--- src/rtl/div_iter.sv ---
// Radix-2 restoring 32-bit divider (DIV/DIVU): result_o = {remainder, quotient}.
// Optional define DIV_FAST_PATH_EN: short-circuit when |dividend| < |divisor|.
module div_iter (
  input  logic        clk,
  input  logic        resetn,
  input  logic        signed_div_i,
  input  logic [31:0] opdata1_i,
  input  logic [31:0] opdata2_i,
  input  logic        start_i,
  input  logic        annul_i,
  output logic [63:0] result_o,
  output logic        ready_o
);

  typedef enum logic [1:0] {S_IDLE, S_DIVZERO, S_BUSY, S_END} state_t;

  state_t      state_q, state_d;
  logic [5:0]  cnt_q, cnt_d;
  logic [31:0] dq_q, dq_d;      // dividend bits shift out the top, quotient bits in at the bottom
  logic [31:0] dvsr_q, dvsr_d;
  logic [31:0] rem_q, rem_d;
  logic        neg1_q, neg1_d;
  logic        neg2_q, neg2_d;
  logic [63:0] result_q, result_d;
  logic        ready_q, ready_d;

  logic [31:0] mag1, mag2;
  logic [32:0] rem_sh;
  logic        ge;

  function automatic logic [31:0] neg_if(input logic n, input logic [31:0] v);
    neg_if = n ? (~v + 32'd1) : v;
  endfunction

  assign mag1   = neg_if(signed_div_i & opdata1_i[31], opdata1_i);
  assign mag2   = neg_if(signed_div_i & opdata2_i[31], opdata2_i);
  assign rem_sh = {rem_q, dq_q[31]};
  assign ge     = (rem_sh >= {1'b0, dvsr_q});

  always_comb begin
    state_d  = state_q;
    cnt_d    = cnt_q;
    dq_d     = dq_q;
    dvsr_d   = dvsr_q;
    rem_d    = rem_q;
    neg1_d   = neg1_q;
    neg2_d   = neg2_q;
    result_d = result_q;
    ready_d  = ready_q;
    case (state_q)
      S_IDLE: begin
        if (start_i && !annul_i) begin
          neg1_d = signed_div_i & opdata1_i[31];
          neg2_d = signed_div_i & opdata2_i[31];
          dq_d   = mag1;
          dvsr_d = mag2;
          rem_d  = 32'd0;
          cnt_d  = 6'd0;
          if (opdata2_i == 32'd0) begin
            state_d = S_DIVZERO;
`ifdef DIV_FAST_PATH_EN
          end else if (mag1 < mag2) begin
            // END raises ready one edge later, giving the same 2-edge latency as divide-by-zero
            state_d  = S_END;
            result_d = {opdata1_i, 32'd0};
`endif
          end else begin
            state_d = S_BUSY;
          end
        end
      end
      S_DIVZERO: begin
        state_d  = annul_i ? S_IDLE : S_END;
        result_d = 64'd0;
        ready_d  = !annul_i;
      end
      S_BUSY: begin
        if (annul_i) begin
          state_d  = S_IDLE;
          result_d = 64'd0;
          ready_d  = 1'b0;
        end else if (cnt_q == 6'd32) begin
          state_d  = S_END;
          result_d = {neg_if(neg1_q, rem_q), neg_if(neg1_q ^ neg2_q, dq_q)};
          ready_d  = 1'b1;
        end else begin
          rem_d = ge ? (rem_sh[31:0] - dvsr_q) : rem_sh[31:0];
          dq_d  = {dq_q[30:0], ge};
          cnt_d = cnt_q + 6'd1;
        end
      end
      S_END: begin
        if (annul_i || !start_i) begin
          state_d  = S_IDLE;
          result_d = 64'd0;
          ready_d  = 1'b0;
        end else begin
          ready_d = 1'b1;
        end
      end
      default: state_d = S_IDLE;
    endcase
  end

  always_ff @(posedge clk or negedge resetn) begin
    if (!resetn) begin
      state_q  <= S_IDLE;
      cnt_q    <= 6'd0;
      dq_q     <= 32'd0;
      dvsr_q   <= 32'd0;
      rem_q    <= 32'd0;
      neg1_q   <= 1'b0;
      neg2_q   <= 1'b0;
      result_q <= 64'd0;
      ready_q  <= 1'b0;
    end else begin
      state_q  <= state_d;
      cnt_q    <= cnt_d;
      dq_q     <= dq_d;
      dvsr_q   <= dvsr_d;
      rem_q    <= rem_d;
      neg1_q   <= neg1_d;
      neg2_q   <= neg2_d;
      result_q <= result_d;
      ready_q  <= ready_d;
    end
  end

  assign result_o = result_q;
  assign ready_o  = ready_q;

endmodule

--- config.mk ---
export PLATFORM = sky130hd
export DESIGN_NAME = div_iter
export DESIGN_NICKNAME = d
export VERILOG_FILES = /design/src/rtl/div_iter.sv
export SDC_FILE = /design/constraint.sdc
export NUM_CORES = 1
export LEC_CHECK = 0
export CORE_MARGIN = 1.5
export CORE_UTILIZATION = 61
export CTS_CLUSTER_DIAMETER = 150
export DETAILED_ROUTE_END_ITERATION = 7
export GPL_TIMING_DRIVEN = 1
export PLACE_DENSITY = 0.86
export SETUP_SLACK_MARGIN = 0.05
export SLEW_MARGIN = 20
export SYNTH_ARGS = -nofsm -noshare
export SYNTH_HDL_FRONTEND = slang
export SYNTH_SLANG_ARGS = --single-unit
--- constraint.sdc ---
create_clock -name clk -period 5.5 [get_ports clk]
set_input_delay 1.65 -clock clk [delete_from_list [all_inputs] [get_ports clk]]
set_output_delay 1.65 -clock clk [all_outputs]
set_load 0.005 [all_outputs]
==> flow_results.org <==
** Clock network
- Number of H-tree levels :: 4
- TritonCTS built the clock tree.
- In this run the clock root is driven by a sky130_fd_sc_hd__clkbuf_16.
- The later pin in the worst-skew pair is clocked with a latency of 440 ps.
- Maximum count of clock buffers along a single path :: 2
- In this run, CTS created clock tree buffers numbering 17.
- Hold bufs inserted after CTS :: 0
- After clock tree synthesis, the clock-pin slew on the worst setup and hold paths is 70 ps.
- Clock tree synthesis found a total of 171 sinks.
- Count of instances resized after the clock tree is built :: 0
- Post-CTS setup buffers :: 0

** Layout
- The area growth from synthesis to layout is 19.02%.
- Leading cell type in the layout, fill and taps excluded :: sky130_fd_sc_hd__o21ai_0
- In the final layout, the share of cells above drive strength 1 is 0.05106.
- Final instance count without filler cells :: 1635
- For this run, the share of the core covered by cells in the final layout is 0.7514.
- In the layout the commonest cells are 201 x sky130_fd_sc_hd__o21ai_0, 199 x sky130_fd_sc_hd__nand2_1, 171 x sky130_fd_sc_hd__dfrtp_1.
- The finished cells cover 0.01313 mm2.
- Diodes inserted :: 0
- The net count of the finished layout is 1508.

** Timing
- Finish-stage setup viols :: 0
- Subtracting the final worst setup slack from the clock period gives 4200 ps.
- Worst clock skew :: 10.35 ps
- The total count of hold-check failures in the final report came to 0.
- Relative slew margins :: 0.2566
- Derived from the worst setup path, the maximum achievable clock frequency is 0.2381 GHz.
- In the finished design, the share of the clock period the worst path needs comes to 0.7637.
- Transition at the pin with the smallest max-transition slack :: 1107 ps
- Unrepaired setup endpoints after global routing :: no
- Setup_tns :: 0 ps
- The max-slew violation total from the final report was 0.

** Placed design
- The placed instances occupy a cell area of 0.01251 mm2.
- RePlAce Congestion :: 0.8748
- Post-placement cell count :: 1603
- The wire-length estimate of the detail-placed layout is 20700 um.
- Count of buffers from port buffering :: 133

** Run status
- The flow ran to the end, and the final reports show no timing, DRC or antenna violations.

** GRT
- For this run the aggregate overflow at the end of global routing stands at 0.
- Number of global-route vias before repair :: 9525
- GRT Overall Usage :: 0.3185
- Initial antenna violation count :: 0
- First-pass GRT wire length :: 47610 um
- Pin count of the biggest net entering global routing :: 113

** Logic synthesis
- For this run, asynchronously set or reset flops after synthesis account for 1.000.
- Most common flop cell mapped by yosys :: sky130_fd_sc_hd__dfrtp_1
- Synth unique cells :: 65
- Share of synthesized area occupied by flip-flops and latches :: 0.3878
- The synthesized design contains 0 enable-type register cells.
- Synthesis produced a netlist whose cell count is 1301.
- Total standard cell area after synthesis :: 0.01103 mm2
- Averaged over all synthesized cells, the footprint is 8.480 um2.
- During synthesis, Yosys emitted a total of 0 warnings.
- FF+latch count, synth :: 171
- Counting every net in the synthesized netlist gives 1412.

** Drt
- Initial drt markers :: 957
- Detailed-routing iteration count for the pre-antenna-repair pass :: 6
- Remaining DRCs :: 0
- Via count normalized by instance count :: 6.259
- The routed layout has 10230 vias.
- Routed len/inst :: 17.62 um
- DRT Wirelength :: 28800 um
- Once detail routing completed, the nets flagged for antenna violations numbered 0.

** Die
- Initial Utilization :: 0.6313
- I/O pin cnt :: 134
- In this run the standard cell core region covers 0.01748 mm2.
- In this run the horizontal extent of the chip is 137.5 um.
- The floorplan step defined a die boundary enclosing 0.01890 mm2.
- The floorplan step set the die height to 137.5 um.
- Row count :: 48

** Pwr
- Leakage :: 0.005641 uW
- PwrDens :: 642.1 mW/mm2
- Peak ir drop on the vdd network :: 0.0003159 V

** Worst hold path
- The path class of the tightest hold or removal check is flip-flop to flip-flop.
- The path with the worst hold slack has its endpoint at result_o[13].
- Hold path depth :: 2
- Hold Crit Start :: result_o[13]

** Setup path
- Minimum setup slack among reg-to-reg paths :: 1850 ps
- The number of cells on the worst reg-to-reg path is 13.
- Endpoint required time on the critical path :: 5770 ps
- Worst flop-to-flop path endpoint :: rem_q[26]
- The worst setup path is of the input pin to flip-flop kind.
- Timing startpoint of the critical path :: opdata1_i[8]
- Sort of element at the start of the critical path :: input pin
- Along the worst path, the maximum fanout reaches 5.
- Arrival time at the worst endpoint :: 4470 ps
- Type of element capturing the critical path :: flip-flop
- Beginning of the worst register-to-register path :: dq_q[31]

** Run
- Max_cap viols :: 0
worst max path at each step:
stage,to,slack (ps),cells past startpoint
2_1_floorplan,state_q[1],1790,9
3_3_place_gp,dq_q[29],1090,10
3_5_place_dp,state_q[1],1020,10
4_1_cts,dq_q[28],1420,7
5_1_grt,dvsr_q[29],1100,10
6_report,dq_q[28],1300,7
synth_stat cells, types with 4 or more instances:
library cell,instances,area share
sky130_fd_sc_hd__a21o_1,15,0.010
sky130_fd_sc_hd__a21oi_1,62,0.028
sky130_fd_sc_hd__a22oi_1,25,0.017
sky130_fd_sc_hd__a31oi_1,9,0.0051
sky130_fd_sc_hd__and2_1,8,0.0045
sky130_fd_sc_hd__and3_1,8,0.0045
sky130_fd_sc_hd__clkbuf_1,61,0.021
sky130_fd_sc_hd__dfrtp_1,171,0.39
sky130_fd_sc_hd__ha_1,41,0.046
sky130_fd_sc_hd__inv_1,55,0.019
sky130_fd_sc_hd__mux2i_1,13,0.012
sky130_fd_sc_hd__nand2_1,201,0.068
sky130_fd_sc_hd__nand2b_1,9,0.0051
sky130_fd_sc_hd__nand3_1,21,0.0095
sky130_fd_sc_hd__nand4_1,12,0.0068
sky130_fd_sc_hd__nor2_1,63,0.021
sky130_fd_sc_hd__nor2b_1,5,0.0028
sky130_fd_sc_hd__nor3_1,15,0.0068
sky130_fd_sc_hd__nor4_1,8,0.0045
sky130_fd_sc_hd__o211ai_1,4,0.0027
sky130_fd_sc_hd__o21a_1,5,0.0034
sky130_fd_sc_hd__o21ai_0,201,0.091
sky130_fd_sc_hd__o21ai_1,6,0.0027
sky130_fd_sc_hd__o21bai_1,6,0.0041
sky130_fd_sc_hd__o31ai_1,27,0.018
sky130_fd_sc_hd__o41ai_1,15,0.012
sky130_fd_sc_hd__or2_2,5,0.0028
sky130_fd_sc_hd__or3_1,11,0.0062
sky130_fd_sc_hd__or4_1,14,0.0095
sky130_fd_sc_hd__xnor2_1,59,0.047
sky130_fd_sc_hd__xor2_1,92,0.073
through the flow:
step | hold slack (ps) | total power (uW) | worst slack [ps]
after CTS | 484.5 | 8367 | 1418
final | 476.4 | 8432 | 1300
after global placement | 459.5 | 6907 | 1088
after detailed placement | 469.1 | 7055 | 1019
after floorplan | 449.8 | 5632 | 1792
after global routing | 505.9 | 9102 | 1104
routing by layer:
metal / track usage / vias to the layer above / share of wire
met1: 0.4599 / 4865 / 0.44
met3: 0.04857 / 80 / 0.071
met5: 0 / - / 0
met2: 0.4944 / 501 / 0.47
met4: 0.09825 / 0 / 0.024
li1: - / 4787 / -
cell type report:
cell class / instances / area (um2)
fillers: 1276 / 4345
repair buffers: 143 / 1423
well taps: 225 / 281.5
flip-flops and latches: 171 / 4279
inverters: 55 / 206.4
multi-input cells: 1009 / 6324
clock buffers: 19 / 452.9
clock inverters: 13 / 165.2
state kept, by name, indices dropped and copies added, names as in the netlist:
signal    flops
neg1_q        1
dq_q         32
dvsr_q       32
result_o     64
state_q       2
rem_q        32
neg2_q        1
ready_o       1
cnt_q         6
power breakdown:
| group | switching, uW | total, uW | internal [uW] |
|---|---|---|---|
| sequential | 588 | 2350 | 1760 |
| clock | 510 | 1250 | 741 |
| combinational | 2750 | 4830 | 2080 |
| total | 3850 | 8430 | 4580 |
critical path, cell delays in order:
cell	delay, ps
sky130_fd_sc_hd__clkdlybuf4s50_1	510
sky130_fd_sc_hd__nor4_1	600
sky130_fd_sc_hd__nand4_1	340
sky130_fd_sc_hd__or4_1	700
sky130_fd_sc_hd__o31ai_1	350
sky130_fd_sc_hd__xor2_1	220
sky130_fd_sc_hd__o21ai_0	110
logic make-up after synthesis:
group	Yosys count	share of synthesized area
AOI/OAI and AO/OA	406	0.2226
xor gates and xnor gates	151	0.1199
adders and majority gates	42	0.04831
buffers and inverters	121	0.04139
DFF	171	0.3878
muxes	14	0.01281
and+or+nand+nor	396	0.1672
Note: power is estimated with default switching activity, not from simulation.
